--- config.mk ---
export PLATFORM = sky130hd
export DESIGN_NAME = sigdel_adc_decimator_flat
export DESIGN_NICKNAME = d
export VERILOG_FILES = /design/src/rtl/sigdel_adc_decimator_if.sv /design/src/rtl/sigdel_adc_decimator.sv /design/src/flat_wrapper.sv
export SDC_FILE = /design/constraint.sdc
export NUM_CORES = 1
export LEC_CHECK = 0
export BUFFER_PORTS_ARGS = -buffer_cell sky130_fd_sc_hd__clkbuf_2
export CAP_MARGIN = 20
export CORE_MARGIN = 3
export CORE_UTILIZATION = 45
export DETAILED_ROUTE_END_ITERATION = 6
export GPL_TIMING_DRIVEN = 1
export PLACE_DENSITY = 0.69
export SKIP_LAST_GASP = 1
export SLEW_MARGIN = 20
export SYNTH_ARGS = -nofsm -noshare
export SYNTH_HDL_FRONTEND = slang
export SYNTH_SLANG_ARGS = --single-unit
export TNS_END_PERCENT = 20
--- constraint.sdc ---
create_clock -name sysclk -period 16.4 [get_ports sysclk]
set_input_delay 0.82 -clock sysclk [delete_from_list [all_inputs] [get_ports sysclk]]
set_output_delay 0.82 -clock sysclk [all_outputs]
set_load 0.02 [all_outputs]
--- src/rtl/sigdel_adc_decimator_if.sv ---
// Sample-path bundle for the sigma-delta ADC decimator.
//   bit_in       : comparator bitstream (asynchronous to the system clock)
//   fb_out       : feedback bit for the external RC integrator pin
//   sample_out   : signed decimated PCM sample
//   sample_valid : one-cycle strobe qualifying sample_out
//   sat          : sample was clipped (meaningful with sample_valid)
// master = decimator side, slave = comparator/consumer side.
interface sigdel_adc_decimator_if #(
  parameter int unsigned BITLEN = 16
) ();
  logic                     bit_in;
  logic                     fb_out;
  logic signed [BITLEN-1:0] sample_out;
  logic                     sample_valid;
  logic                     sat;

  modport master (
    input  bit_in,
    output fb_out,
    output sample_out,
    output sample_valid,
    output sat
  );

  modport slave (
    output bit_in,
    input  fb_out,
    input  sample_out,
    input  sample_valid,
    input  sat
  );
endinterface

--- src/rtl/sigdel_adc_decimator.sv ---
// Sigma-delta ADC back end: synchronizes the comparator bitstream, drives the
// feedback pin, and decimates with a 3rd-order CIC (sinc3) filter into signed
// BITLEN-bit samples.
// Ports:
//   sysclk : system clock, all state on its rising edge
//   rst_n  : asynchronous active-low reset
//   adc    : sample-path bundle (master side), see sigdel_adc_decimator_if
module sigdel_adc_decimator #(
  parameter int unsigned BITLEN = 16,
  parameter int unsigned DECIM  = 256
) (
  input logic                     sysclk,
  input logic                     rst_n,
  sigdel_adc_decimator_if.master  adc
);

  localparam int unsigned L     = $clog2(DECIM);
  localparam int unsigned W     = 3 * L + 1;
  localparam int unsigned SHIFT = W - 1 - BITLEN;

  localparam int          YMaxI = (1 << (BITLEN - 1)) - 1;
  localparam int          YMinI = -(1 << (BITLEN - 1));

  // Mid-scale of the comb output (half the ones-count range).
  localparam logic [W:0]        Half = (W + 1)'(1) << (W - 2);
  localparam logic signed [W:0] YMax = (W + 1)'(YMaxI);
  localparam logic signed [W:0] YMin = (W + 1)'(YMinI);

  logic              s1_q, s2_q, fb_q;
  logic [W-1:0]      i1_q, i2_q, i3_q;
  logic [W-1:0]      i1_d, i2_d, i3_d;
  logic [W-1:0]      d1_q, d2_q, d3_q;
  logic [W-1:0]      c1, c2, c3;
  logic [L-1:0]      cnt_q;
  logic [1:0]        warm_q, warm_d;
  logic              tick;
  logic              emit;

  logic signed [W:0]        x, y;
  logic signed [BITLEN-1:0] sample_d, sample_q;
  logic                     sat_d, sat_q;
  logic                     valid_q;

  // Synchronizer and feedback flop.
  always_ff @(posedge sysclk or negedge rst_n) begin
    if (!rst_n) begin
      s1_q <= 1'b0;
      s2_q <= 1'b0;
      fb_q <= 1'b0;
    end else begin
      s1_q <= adc.bit_in;
      s2_q <= s1_q;
      fb_q <= s2_q;
    end
  end

  // Integrators wrap modulo 2^W; the comb differences undo the wrap exactly.
  always_comb begin
    i1_d = i1_q + {{(W - 1){1'b0}}, s2_q};
    i2_d = i2_q + i1_q;
    i3_d = i3_q + i2_q;
  end

  always_ff @(posedge sysclk or negedge rst_n) begin
    if (!rst_n) begin
      i1_q <= '0;
      i2_q <= '0;
      i3_q <= '0;
    end else begin
      i1_q <= i1_d;
      i2_q <= i2_d;
      i3_q <= i3_d;
    end
  end

  assign tick = (cnt_q == L'(DECIM - 1));
  assign emit = tick && (warm_q == 2'd3);

  // Warm-up saturates at 3 so the first three ticks only prime the comb delays.
  always_comb begin
    warm_d = warm_q;
    if (tick && (warm_q != 2'd3)) begin
      warm_d = warm_q + 2'd1;
    end
  end

  always_ff @(posedge sysclk or negedge rst_n) begin
    if (!rst_n) begin
      cnt_q  <= '0;
      warm_q <= 2'd0;
    end else begin
      cnt_q  <= cnt_q + 1'b1;
      warm_q <= warm_d;
    end
  end

  // Comb section evaluated combinationally, committed on the tick.
  always_comb begin
    c1 = i3_q - d1_q;
    c2 = c1 - d2_q;
    c3 = c2 - d3_q;
  end

  always_ff @(posedge sysclk or negedge rst_n) begin
    if (!rst_n) begin
      d1_q <= '0;
      d2_q <= '0;
      d3_q <= '0;
    end else if (tick) begin
      d1_q <= i3_q;
      d2_q <= c1;
      d3_q <= c2;
    end
  end

  // Re-centre the unsigned ones count around zero, scale, then clip.
  always_comb begin
    x        = $signed({1'b0, c3}) - $signed(Half);
    y        = x >>> SHIFT;
    sample_d = y[BITLEN-1:0];
    sat_d    = 1'b0;
    if (y > YMax) begin
      sample_d = {1'b0, {(BITLEN - 1){1'b1}}};
      sat_d    = 1'b1;
    end else if (y < YMin) begin
      sample_d = {1'b1, {(BITLEN - 1){1'b0}}};
      sat_d    = 1'b1;
    end
  end

  // Sample and sat hold between strobes.
  always_ff @(posedge sysclk or negedge rst_n) begin
    if (!rst_n) begin
      sample_q <= '0;
      sat_q    <= 1'b0;
      valid_q  <= 1'b0;
    end else begin
      valid_q <= emit;
      if (emit) begin
        sample_q <= sample_d;
        sat_q    <= sat_d;
      end
    end
  end

  assign adc.fb_out       = fb_q;
  assign adc.sample_out   = sample_q;
  assign adc.sample_valid = valid_q;
  assign adc.sat          = sat_q;

endmodule
--- src/flat_wrapper.sv ---
// flat-port wrapper written by rule: the top's interface ports become plain ports
module sigdel_adc_decimator_flat 
#(
  parameter int unsigned BITLEN = 16,
  parameter int unsigned DECIM  = 256
)
  (sysclk, rst_n, adc_bit_in, adc_fb_out, adc_sample_out, adc_sample_valid, adc_sat);
  sigdel_adc_decimator_if #(.BITLEN(BITLEN)) adc_i ();
  input logic sysclk;
  input logic rst_n;
  input wire logic [$bits(adc_i.bit_in)-1:0] adc_bit_in;
  output wire logic [$bits(adc_i.fb_out)-1:0] adc_fb_out;
  output wire logic [$bits(adc_i.sample_out)-1:0] adc_sample_out;
  output wire logic [$bits(adc_i.sample_valid)-1:0] adc_sample_valid;
  output wire logic [$bits(adc_i.sat)-1:0] adc_sat;
  assign adc_i.bit_in = adc_bit_in;
  assign adc_fb_out = adc_i.fb_out;
  assign adc_sample_out = adc_i.sample_out;
  assign adc_sample_valid = adc_i.sample_valid;
  assign adc_sat = adc_i.sat;
  sigdel_adc_decimator #(.BITLEN(BITLEN), .DECIM(DECIM)) u_core (.sysclk(sysclk), .rst_n(rst_n), .adc(adc_i));
endmodule
==> reports/summary.txt <==
critical path peak fanout -> 6
met1 Usage GRT -> 0.206
vias in the first global route -> 8,313
Mean Syn Cell Area -> 9.31 um^2
Vias/cell -> 5.25
Yosys top cell area share -> 0.385
drt pass-1 iters -> 5
FFs w/ async S/R, synth -> 1.00
initial DRC count -> 368
total global routing overflow -> 0
grt met2 use -> 0.261
fin area -> 0.0128 mm^2
EDFF count, synth -> 0
critical path launch point type -> flop
CTS tree -> built
Hold Path Class -> flop to flop
Arr. time, crit path -> 7.81 ns
outcome -> completed
Fin. Hold Viols -> 0
sequential area share after synthesis -> 0.385
WS Path Type -> flop to flop
die area -> 0.0281 mm^2
Slew HR -> 0.460
cts hold-fix bufs -> 0
minimum clock period -> 7.50 ns
cell area after synthesis -> 0.0118 mm^2
Mapped Nets -> 1,397
Yosys cell types -> 77
Layout Skew -> 0.0144 ns
slew of the pin with the lowest slew margin -> 0.810 ns
WL/cell -> 13.0 um
area delta synth->final -> 8.79%
Root Driver -> clkbuf_16
final setup vio count -> 0
most used routing layer -> met2
Placer Congestion -> 0.810
RSZ-0062 raised after global routing -> no
share of cells above drive strength 1 -> 0.0670
Starting Density -> 0.462
final slew viol count -> 0
Worst EP required -> 16.71 ns
ANT nets after route -> 0
WL final -> 21.2 mm
Synth warnings -> 0
DRC Markers -> 0
Max-cap violations -> 0
insertion delay to the later sink of the worst-skew pair -> 0.43 ns
diode count -> 0
met3 Usage GRT -> 0.0264
crit path buf inv count -> 1
fin crit share -> 0.457
total negative slack -> 0 ns
postcts setup bufs -> 0
CTS Buf Count -> 17
Final #Nets -> 1,418
Synth Flop Type -> dfrtp_1
Mapped Cells -> 1,265
H-tree level count -> 4
top post-synthesis cells by area -> dfrtp_1 38%, ha_1 13%, xnor2_1 7.4%, o21ai_0 4.0%, nand2_1 3.9%
# port buffers -> 21
clock slew at reported path FFs -> 0.08 ns
Largest delay share family, worst path -> compound AO/OA/AOI/OAI gates
HPWL Detailed -> 15.8 mm
Worst path max stage delay -> 0.54 ns
endpoint type of the worst setup path -> flop
largest net degree at the start of global routing -> 104
cts repair resizes -> 0
CTS sink count -> 181
leading area contributor after synthesis -> dfrtp_1
global-route wire length before repair -> 37.4 mm
Die Span Y -> 168 um
total track usage -> 0.154
CP max-delay cell -> or4_1
via count -> 8,553
I/O pin count -> 22
core area -> 0.0255 mm^2
number of synthesized register bits -> 181
Placed Instance Area -> 0.0122 mm^2
FP Rows -> 58
initial antenna violation count -> 0
chip width -> 168 um
Max Clk Rate -> 133 MHz
Longest Clk Path Bufs -> 2
==> cell families (layout without fill, tap and decap cells) <==
| family | after synthesis | in the layout | synth area share |
|---|---|---|---|
| compound gates | 342 | 342 | 0.187 |
| simple gates | 332 | 332 | 0.133 |
| flops | 181 | 181 | 0.385 |
| xor+xnor | 137 | 137 | 0.102 |
| buf+inv | 133 | 167 | 0.0427 |
| fa+ha+maj | 129 | 129 | 0.140 |
| mux | 11 | 11 | 0.0104 |
==> metal layers <==
metal / vias to the layer above / wire [um]
met4: 0 / 301
met1: 3958 / 10600
met5: - / 0
met3: 30 / 502
met2: 83 / 9780
li1: 4482 / -
==> cell type report <==
cell class,count,area [um^2]
clock buffers,21,460
clock inverters,11,93.8
fillers,2356,12700
inverters,111,417
multi-input cells,951,6750
flip-flops and latches,181,4530
well taps,330,413
repair buffers,24,149
==> worst paths after layout <==
path                                start               end  slack, ns  depth (start not counted)
max                        u_core.d1_q[1]    u_core.adc.sat       8.90                         34
min                           u_core.s1_q       u_core.s2_q       0.35                          0
max reg2reg                u_core.d1_q[1]    u_core.adc.sat       8.90                         34
min reg2reg                   u_core.s1_q       u_core.s2_q       0.35                          0
max in group asynchronous           rst_n  u_core.warm_q[0]      14.63                          3
min in group asynchronous           rst_n   u_core.i1_q[22]       0.47                          1
==> cells in the final DEF (no fill, tap or decap), types with 5 or more instances in the layout <==
master	instances
dfrtp_1	181
ha_1	125
nand2_1	123
inv_1	110
xnor2_1	100
o21ai_0	94
a21oi_1	89
nor2_1	74
a21o_1	51
xor2_1	37
nand3_1	31
nor3_1	20
clkbuf_2	20
o21a_1	18
and3_1	18
clkbuf_16	17
nor2b_1	13
nand4_1	12
o21bai_1	10
mux2_2	10
a31oi_1	9
o21ai_1	8
or3_1	8
o211ai_1	6
nand2b_1	6
nor3b_1	5
o22a_1	5
==> stage by stage <==
stage / worst slack (ns) / hold WS (ns) / util / instances
6_report: 8.90 / 0.353 / 0.503 / 1629
5_1_grt: 8.02 / 0.371 / 0.503 / 1629
4_1_cts: 8.99 / 0.359 / 0.502 / 1628
3_5_place_dp: 9.06 / 0.341 / 0.480 / 1596
3_3_place_gp: 9.21 / 0.333 / 0.480 / 1596
2_1_floorplan: 9.62 / 0.331 / - / 1265
==> registers in the layout, summed over array words and instances (netlist names) <==
name,flops
u_core.adc.fb_out,1
u_core.adc.sample_out,16
u_core.adc.sample_valid,1
u_core.adc.sat,1
u_core.cnt_q,8
u_core.d1_q,25
u_core.d2_q,25
u_core.d3_q,25
u_core.i1_q,25
u_core.i2_q,25
u_core.i3_q,25
u_core.s1_q,1
u_core.s2_q,1
u_core.warm_q,2
==> worst reg2reg max path: cells and delay by family, from the launching register on <==
family	cells	cell delay (ns)
buffers and inverters	1	0.07
adder cells (fa/ha/maj)	4	1.28
AND/OR/NAND/NOR	10	1.95
AO/OA/AOI/OAI	15	3.06
flip-flops	1	0.37
XOR/XNOR	4	0.67
==> synthesized netlist by cell type (19+ instances only) <==
library cell and instances:
a21o_1 51, a21oi_1 89, and3_1 19, clkbuf_1 19
dfrtp_1 181, ha_1 125, inv_1 110, nand2_1 123
nand3_1 31, nor2_1 74, nor3_1 20, o21ai_0 94
xnor2_1 100, xor2_1 37
Power is left out: the tool's default activity adds up to more than one toggle a clock period on the data nets, which glitch-free logic cannot reach.
